### src/rtl/sync_fifo_wr_arbiter.sv
// ---------------------------------------------------------------------------
// sync_fifo_wr_arbiter
//   Shares the write port of one sync_fifo_core among NUM_REQ producers.
//   Each cycle, round-robin arbitration grants one valid requester, with zero
//   latency. An accepted beat is written as {source id, payload}. The read
//   side of the FIFO does not pass through this block.
//
//   Optional feature (macro FIFO_ARB_PKT_LOCK_EN): packet lock. After the
//   first beat of a packet with req_last=0, the grant stays with that
//   requester until it delivers a beat with req_last=1. Packets from
//   different requesters therefore never interleave in the FIFO. Without
//   the macro, req_last is ignored and arbitration is per beat.
//
// Ports
//   clk, reset   clock; synchronous active-high reset
//   req_valid    per-requester beat valid
//   req_data     requester i payload at [i*DATA_WIDTH +: DATA_WIDTH]
//   req_last     last beat of packet (packet-lock build only)
//   req_ready    one-hot or zero; a beat is accepted on valid & ready
//   fifo_wen     write enable to sync_fifo_core
//   fifo_wdata   {grant_id, payload} to sync_fifo_core
//   fifo_wfull   full flag from sync_fifo_core
//   grant_id     current grantee (rr_ptr when nothing is valid)
//   beat_count   accepted beats, wraps modulo 2**CNT_WIDTH
// ---------------------------------------------------------------------------
module sync_fifo_wr_arbiter #(
  parameter int NUM_REQ    = 4,
  parameter int DATA_WIDTH = 8,
  parameter int ID_WIDTH   = 2,
  parameter int CNT_WIDTH  = 16
) (
  input  logic                           clk,
  input  logic                           reset,
  input  logic [NUM_REQ-1:0]             req_valid,
  input  logic [NUM_REQ*DATA_WIDTH-1:0]  req_data,
  input  logic [NUM_REQ-1:0]             req_last,
  output logic [NUM_REQ-1:0]             req_ready,
  output logic                           fifo_wen,
  output logic [ID_WIDTH+DATA_WIDTH-1:0] fifo_wdata,
  input  logic                           fifo_wfull,
  output logic [ID_WIDTH-1:0]            grant_id,
  output logic [CNT_WIDTH-1:0]           beat_count
);

  logic [ID_WIDTH-1:0]   rr_ptr;
  logic [ID_WIDTH-1:0]   gnt;
  logic                  gnt_vld;
  logic [ID_WIDTH-1:0]   rr_nxt;
  logic [DATA_WIDTH-1:0] gnt_data;
  logic                  gnt_last;
  logic                  rr_adv;

  // Round-robin scan starting at rr_ptr. Wrap uses an explicit compare, so a
  // NUM_REQ that is not a power of two (3, 5, ...) still rotates correctly.
  logic [ID_WIDTH-1:0] rr_gnt;
  logic                rr_gnt_vld;
  always_comb begin
    int  idx;
    logic hit;
    rr_gnt     = rr_ptr;
    rr_gnt_vld = 1'b0;
    idx        = 0;
    hit        = 1'b0;
    for (int k = 0; k < NUM_REQ; k++) begin
      idx = int'(rr_ptr) + k;
      if (idx > NUM_REQ - 1) idx = idx - NUM_REQ;
      hit = 1'b0;
      for (int i = 0; i < NUM_REQ; i++)
        if (i == idx) hit = req_valid[i];
      if (!rr_gnt_vld && hit) begin
        rr_gnt_vld = 1'b1;
        rr_gnt     = ID_WIDTH'(idx);
      end
    end
  end

`ifdef FIFO_ARB_PKT_LOCK_EN
  typedef enum logic {ARB = 1'b0, LOCK = 1'b1} state_t;
  state_t              state;
  logic [ID_WIDTH-1:0] lock_id;
  logic                lock_vld;
  logic                lock_hit;

  assign lock_vld = (state == LOCK);

  always_comb begin
    lock_hit = 1'b0;
    for (int i = 0; i < NUM_REQ; i++)
      if (int'(lock_id) == i) lock_hit = req_valid[i];
  end

  // While locked, the lock holder owns the port. If the holder drops valid,
  // the port idles rather than letting another requester in mid-packet.
  always_comb begin
    if (lock_vld) begin
      gnt     = lock_id;
      gnt_vld = lock_hit;
    end else begin
      gnt     = rr_gnt;
      gnt_vld = rr_gnt_vld;
    end
  end

  // Inside a packet the pointer already sits at lock_id+1 from the first
  // beat, so it only moves again on the closing beat.
  assign rr_adv = !lock_vld || gnt_last;

  always_ff @(posedge clk) begin
    if (reset) begin
      state   <= ARB;
      lock_id <= '0;
    end else if (fifo_wen) begin
      case (state)
        ARB:  if (!gnt_last) begin
                state   <= LOCK;
                lock_id <= gnt;
              end
        LOCK: if (gnt_last) state <= ARB;
        default: state <= ARB;
      endcase
    end
  end
`else
  logic unused_last;
  assign unused_last = ^req_last;
  assign gnt         = rr_gnt;
  assign gnt_vld     = rr_gnt_vld;
  assign rr_adv      = 1'b1;
`endif

  // Payload and last-flag mux for the grantee.
  always_comb begin
    gnt_data = '0;
    gnt_last = 1'b0;
    for (int i = 0; i < NUM_REQ; i++)
      if (int'(gnt) == i) begin
        gnt_data = req_data[i*DATA_WIDTH +: DATA_WIDTH];
        gnt_last = req_last[i];
      end
  end

  always_comb begin
    req_ready = '0;
    for (int i = 0; i < NUM_REQ; i++)
      req_ready[i] = gnt_vld && (int'(gnt) == i) && !fifo_wfull && !reset;
  end

  assign fifo_wen   = |(req_valid & req_ready);
  assign fifo_wdata = {gnt, gnt_data};
  assign grant_id   = gnt;
  assign rr_nxt     = (int'(gnt) == NUM_REQ - 1) ? '0 : gnt + ID_WIDTH'(1);

  always_ff @(posedge clk) begin
    if (reset) begin
      rr_ptr     <= '0;
      beat_count <= '0;
    end else if (fifo_wen) begin
      beat_count <= beat_count + CNT_WIDTH'(1);
      if (rr_adv) rr_ptr <= rr_nxt;
    end
  end

endmodule

### config.mk
export PLATFORM = sky130hd
export DESIGN_NAME = sync_fifo_wr_arbiter
export DESIGN_NICKNAME = d
export VERILOG_FILES = /design/src/rtl/sync_fifo_wr_arbiter.sv
export SDC_FILE = /design/constraint.sdc
export NUM_CORES = 1
export LEC_CHECK = 0
export ABC_AREA = 1
export BUFFER_PORTS_ARGS = -buffer_cell sky130_fd_sc_hd__buf_4
export CORE_UTILIZATION = 50
export CTS_CLUSTER_DIAMETER = 30
export DETAILED_ROUTE_END_ITERATION = 10
export PLACE_DENSITY_LB_ADDON = 0.05
export SLEW_MARGIN = 15
export SYNTH_ARGS = -nofsm -noshare
export SYNTH_HDL_FRONTEND = slang
export SYNTH_SLANG_ARGS = --single-unit
### constraint.sdc
create_clock -name clk -period 5.3 [get_ports clk]
set_input_delay 0.265 -clock clk [delete_from_list [all_inputs] [get_ports clk]]
set_output_delay 0.265 -clock clk [all_outputs]
set_load 0.02 [all_outputs]
Yosys cells after proc, flatten, opt, wreduce, memory -nomap -nowiden
Index checks and enable logic that the tools add are counted.
{"block": "classes", "bitwise_logic": 1, "shift": 0, "div": 0, "add_sub_neg": 9, "multipliers": 0, "n_eq_ne": 15, "n_mux": 33, "reduce_logical": 26, "n_lt_le_gt_ge": 4}
{"cell": "$eq 3x32->1 const A", "count": 8}
{"cell": "$eq 2x32->1 const A", "count": 4}
{"cell": "$logic_not 32->1", "count": 4}
{"cell": "$mux 32", "count": 4}
{"cell": "$mux 8", "count": 4}
{"cell": "$mux 1", "count": 20}
{"cell": "$add 16x1->16 const B", "count": 1}
{"cell": "$logic_and 1x1->1", "count": 15}
{"cell": "$sub 3x3->4 const B", "count": 3}
{"cell": "$mux 2", "count": 5}
{"cell": "$gt 3x2->1 const B", "count": 3}
{"cell": "$add 2x2->3 const B", "count": 2}
{"cell": "$logic_not 1->1", "count": 5}
{"cell": "$and 4x4->4", "count": 1}
{"cell": "$eq 2x2->1 const B", "count": 2}
{"cell": "$reduce_or 4->1", "count": 1}
{"cell": "$sub 2x3->4 const B", "count": 1}
{"cell": "$add 2x1->3 const B", "count": 1}
{"cell": "$add 2x1->2 const B", "count": 1}
{"cell": "$eq 2x1->1 const B", "count": 1}
{"cell": "$gt 2x2->1 const B", "count": 1}
{"cell": "$logic_not 2->1", "count": 1}
{"block": "word_totals", "ramBits": 0, "regBits": 18, "latchBits": 0, "out_inout_bits": 33, "romBits": 0, "mem_count": 0}

Longest topological paths before layout
{"block": "logic_depth", "ltp_word": 23, "ltp_mapped": 26}

Least setup slack after synthesis
Ideal clock, no wire load.
{"block": "synth_path", "path_kind": "register to output", "start": "register rr_ptr[0]", "end": "output fifo_wdata[0]", "required_ns": 5.035, "path_slack_ns": 1.800, "t_arrival_ns": 3.235, "stages_incl_launch_ff": 19, "n_path_buf": 1, "cell_sequence": "dfxtp_1 > inv_1 > ha_1 > inv_1 > nand2_1 > nand3_1 > nand2_1 > nand2_1 > nand2_1 > inv_1 > nand3b_1 > nand2_1 > xor2_1 > inv_1 > ha_1 > clkbuf_1 > nor2_1 > a221oi_1 > o31ai_1"}
{"block": "synth_via", "elab_chain_len": 22, "elab_cells_between_ends": 68, "cone_classes": "add/sub (7); order compare (4); eq/ne (15); mux (31); reduce/logical (11)"}
{"element": "start, declared", "line_no": "45", "text": "logic [ID_WIDTH-1:0] rr_ptr;"}
{"element": "start signal, assigned", "line_no": "159", "text": "if (rr_adv) rr_ptr <= rr_nxt;"}
{"element": "branches (longest 16 deep; another with $sub 3x3->4)"}
{"element": "$mux 2 *", "line_no": "70", "text": "if (!rr_gnt_vld && hit) begin"}
{"element": "named net fifo_wdata[8]", "line_no": "39", "text": "output logic [ID_WIDTH+DATA_WIDTH-1:0] fifo_wdata,"}
{"element": "$logic_not 2->1", "line_no": "136", "text": "if (int'(gnt) == i) begin"}
{"element": "$mux 8 (3 in a row)", "line_no": "136"}
{"element": "$mux 8 *", "line_no": "136"}
{"element": "end, declared", "line_no": "39"}
Mark *: on every way through the listed nets, which the timed path passes.

Final worst setup path
{"block": "layout_path", "start": "register rr_ptr[1]", "end": "output fifo_wen"}
{"block": "layout_via", "elab_chain_len": 23, "elab_cells_between_ends": 79, "cone_classes": "add/sub (7); order compare (4); eq/ne (15); mux (28); bitwise (1); reduce/logical (24)"}
{"element": "branches (longest 21 deep; another with $sub 3x3->4)"}
{"element": "$and 4x4->4 *", "line_no": "148", "text": "assign fifo_wen = |(req_valid & req_ready);"}
{"element": "$reduce_or 4->1 *", "line_no": "148"}
{"element": "end, declared", "line_no": "38", "text": "output logic fifo_wen,"}
Mark *: on every way between the ends.

==> metrics <==
count of antenna diodes in the layout=0; final critical-path share of the clock period=77.67%; cts-stage hold buffer count=0; largest stage delay on the critical path=0.44 ns; detailed-routing iteration count for the pre-antenna-repair pass=4; cell row count=20; maximum clock skew at final layout=0.006709 ns; number of enable-type register cells in the synthesized netlist=0; total routed wirelength=4.172 mm; H-Tree Level Count=1; Maximum Capacitance Violations=0; detailed-route vias per instance=4.917; crit path buf inv count=7; outcome=finished clean; Top-Level Pins=76; Buffers on Ports=71; wire length of the first global-routing pass=6.175 mm; remaining max-slew budget at the tightest pin=63.49%; achievable clock frequency=242.9 MHz; top area cells in the synthesized netlist=sky130_fd_sc_hd__dfxtp_1 21%, sky130_fd_sc_hd__nand2_1 17%, sky130_fd_sc_hd__nor2_1 12%, sky130_fd_sc_hd__ha_1 9.5%, sky130_fd_sc_hd__inv_1 7.7%; post-layout net count=399; cell with the largest stage delay on the worst path=sky130_fd_sc_hd__dfxtp_1; Die Area=0.003656 mm²; crit path max fanout=37; Starting Density=54.21%; warning count from the yosys run=0; worst setup path endpoint=fifo_wen; TritonCTS clock tree=yes; startpoint of the worst-slack reg-to-reg timing path=rr_ptr[1]$_SDFFE_PP0P_; insertion delay of the later-clocked pin in the worst-skew pair=0.29 ns; CP Launch Point=rr_ptr[1]$_SDFFE_PP0P_; number of distinct library cells after synthesis=26; library cell appearing most often on the critical path=sky130_fd_sc_hd__inv_1; PostCTS Resize Cnt=0; Post-Synthesis Cells=278; master cell of the clock root buffer=sky130_fd_sc_hd__clkbuf_4; final-layout setup total negative slack=0 ns; Die H=60.47 µm; Std-Cell Core Area=0.003153 mm²; count of vias placed by the detailed router=1893; area share of the largest cell type after synthesis=21.08%; cell types with the highest counts after synthesis=76 x sky130_fd_sc_hd__nand2_1, 55 x sky130_fd_sc_hd__nor2_1, 35 x sky130_fd_sc_hd__inv_1; RR Endpoint=beat_count[11]$_SDFFE_PP0P_; Area Overhead vs Synth=31.48%; Post-CTS Setup Inserts=0; arrival time of data at the critical path endpoint=3.85 ns; CTS Sinks=18; number of pins exceeding their max-slew limit in the final report=0; layout filler cell count=298; Final Wtd Congestion=0.8918; final HPWL from detailed placement=3.211 mm; average detailed-routed wire length per instance=10.84 µm; leading register cell type out of synthesis=sky130_fd_sc_hd__dfxtp_1; GRT overflow=0; number of buffers created by CTS=3; element type at the critical path end=primary output; clock edge transition at the registers on the reported setup and hold paths=0.10 ns; cell count along the critical path=21; Net Count, Synth=334; average size of a mapped cell=6.148 µm²; classification of the worst-slack hold path=reg2reg; area of the mapped netlist=0.001709 mm²; transition time of the tightest slew-check pin=0.5477 ns; kind of critical path=reg2out; Seq/Total Area, Yosys=21.08%; count of final hold-check violations=0; RSZ-0062 raised after global routing=false; buffers from clock root to sink, at most=2; Die W=60.47 µm; setup violators final=0; post-synthesis sequential element count=18; most numerous cell in the Yosys netlist=sky130_fd_sc_hd__nand2_1; cell breakdown of the critical path=inv_1 > ha_1 > inv_1 > nand2_1 > nand3_1 > nand2_1 > nand2_1 > nand2_1 > inv_1 > nand3b_1 > nand2_1 > xor2_1 > inv_1 > ha_1 > inv_1 > nor2_1 > nand3_1 > nand2_2 > nor2_8 > inv_1 > buf_4; top cell type by total area after synthesis=sky130_fd_sc_hd__dfxtp_1; Total GRT Usage=21.77%; kind of start point of the critical path=register; DR DRC count=0; final critical-path required period=4.117 ns; antenna violations before repair=0; R2R setup slack=1.64 ns; DRT iter0 DRCs=113; family with the most delay on the worst path=simple AND/OR/NAND/NOR gates; WP data required=5.04 ns; via count of the first global-routing pass=1543; R2R cell count=22; share of flip-flops with an asynchronous set or reset=0%; Post-DRT Antenna Nets=0; share of post-route cells with drive strength above 1=23.46%; pin count of the biggest net entering global routing=38
==> cells by family (layout without fill, tap and decap cells) <==
family / count (synthesis) / in the layout / share of synthesized area (%)
adder cells (fa/ha/maj): 13 / 13 / 9.517
buffers and inverters: 49 / 112 / 12.59
AO/OA/AOI/OAI: 21 / 21 / 9.517
AND/OR/NAND/NOR: 162 / 162 / 39.61
flip-flops: 18 / 18 / 21.08
XOR/XNOR: 15 / 15 / 7.687
==> worst min path at each step <==
| stage | from | to | slack [ns] | cells past startpoint |
|---|---|---|---|---|
| 6_report | beat_count[15]$_SDFFE_PP0P_ | beat_count[15]$_SDFFE_PP0P_ | 0.55 | 4 |
| 5_1_grt | reset | beat_count[8]$_SDFFE_PP0P_ | 0.60 | 4 |
| 4_1_cts | beat_count[15]$_SDFFE_PP0P_ | beat_count[15]$_SDFFE_PP0P_ | 0.55 | 4 |
| 3_5_place_dp | beat_count[15]$_SDFFE_PP0P_ | beat_count[15]$_SDFFE_PP0P_ | 0.54 | 4 |
| 3_3_place_gp | beat_count[15]$_SDFFE_PP0P_ | beat_count[15]$_SDFFE_PP0P_ | 0.53 | 4 |
| 2_1_floorplan | reset | beat_count[5]$_SDFFE_PP0P_ | 0.52 | 3 |
==> layer usage <==
layer	vias up	routed length, µm	GRT usage, %	share of wire [%]
li1	1001	-	-	-
met1	820	1837	24.12	44
met2	68	1999	43.49	48
met3	4	304	2.132	7.3
met4	0	31	5.844	0.74
met5	-	0	0	0
==> cell type report <==
class | instances | area [µm²] | area share (%)
Inverter | 38 | 142.6 | 6.347
Clock buffer | 3 | 22.52 | 1.002
Multi-Input combinational cell | 211 | 1134 | 50.45
Sequential cell | 18 | 360.3 | 16.04
Timing Repair Buffer | 71 | 533.0 | 23.72
Tap cell | 44 | 55.05 | 2.450
==> cells in the final DEF (no fill, tap or decap), types with 2 or more instances in the layout <==
cell type                   n
sky130_fd_sc_hd__a21oi_1    3
sky130_fd_sc_hd__a221oi_1   8
sky130_fd_sc_hd__buf_4     71
sky130_fd_sc_hd__clkbuf_4   3
sky130_fd_sc_hd__clkinv_1   2
sky130_fd_sc_hd__dfxtp_1   18
sky130_fd_sc_hd__ha_1      13
sky130_fd_sc_hd__inv_1     35
sky130_fd_sc_hd__nand2_1   76
sky130_fd_sc_hd__nand3_1   14
sky130_fd_sc_hd__nand4_1    2
sky130_fd_sc_hd__nor2_1    55
sky130_fd_sc_hd__nor3_1    10
sky130_fd_sc_hd__o31ai_1    8
sky130_fd_sc_hd__xor2_1    15
==> flip-flops by register name (all words and copies together), names as in the netlist <==
name	cells
beat_count	16
rr_ptr	2
==> worst register-to-register path, stage by stage (launching register included) <==
cell and delay, ns:
sky130_fd_sc_hd__dfxtp_1 0.44, sky130_fd_sc_hd__inv_1 0.16, sky130_fd_sc_hd__ha_1 0.28, sky130_fd_sc_hd__inv_1 0.09
sky130_fd_sc_hd__nand2_1 0.06, sky130_fd_sc_hd__nand3_1 0.06, sky130_fd_sc_hd__nand2_1 0.08, sky130_fd_sc_hd__nand2_1 0.10
sky130_fd_sc_hd__nand2_1 0.10, sky130_fd_sc_hd__inv_1 0.06, sky130_fd_sc_hd__nand3b_1 0.09, sky130_fd_sc_hd__nand2_1 0.09
sky130_fd_sc_hd__xor2_1 0.32, sky130_fd_sc_hd__inv_1 0.18, sky130_fd_sc_hd__ha_1 0.43, sky130_fd_sc_hd__inv_1 0.15
sky130_fd_sc_hd__nor2_1 0.05, sky130_fd_sc_hd__nand3_1 0.09, sky130_fd_sc_hd__nand2_2 0.10, sky130_fd_sc_hd__nor2_8 0.39
sky130_fd_sc_hd__nand2_1 0.13, sky130_fd_sc_hd__nand2_1 0.09, sky130_fd_sc_hd__nor2_1 0.05
==> metrics by stage <==
stage               std cells  utilization [%]  hold WS [ns]  setup WS (ns)  cell area [µm²]
floorplan                 278                -        0.5236          1.800             1709
global placement          382            70.56        0.5332          1.555             2225
detailed placement        382            70.56        0.5353          1.504             2225
CTS                       385            71.27        0.5518          1.166             2247
global route              385            71.27        0.5977         0.8604             2247
finish                    385            71.27        0.5453          1.183             2247
Power is left out: the tool's default activity adds up to more than one toggle a clock period on the data nets, which glitch-free logic cannot reach.
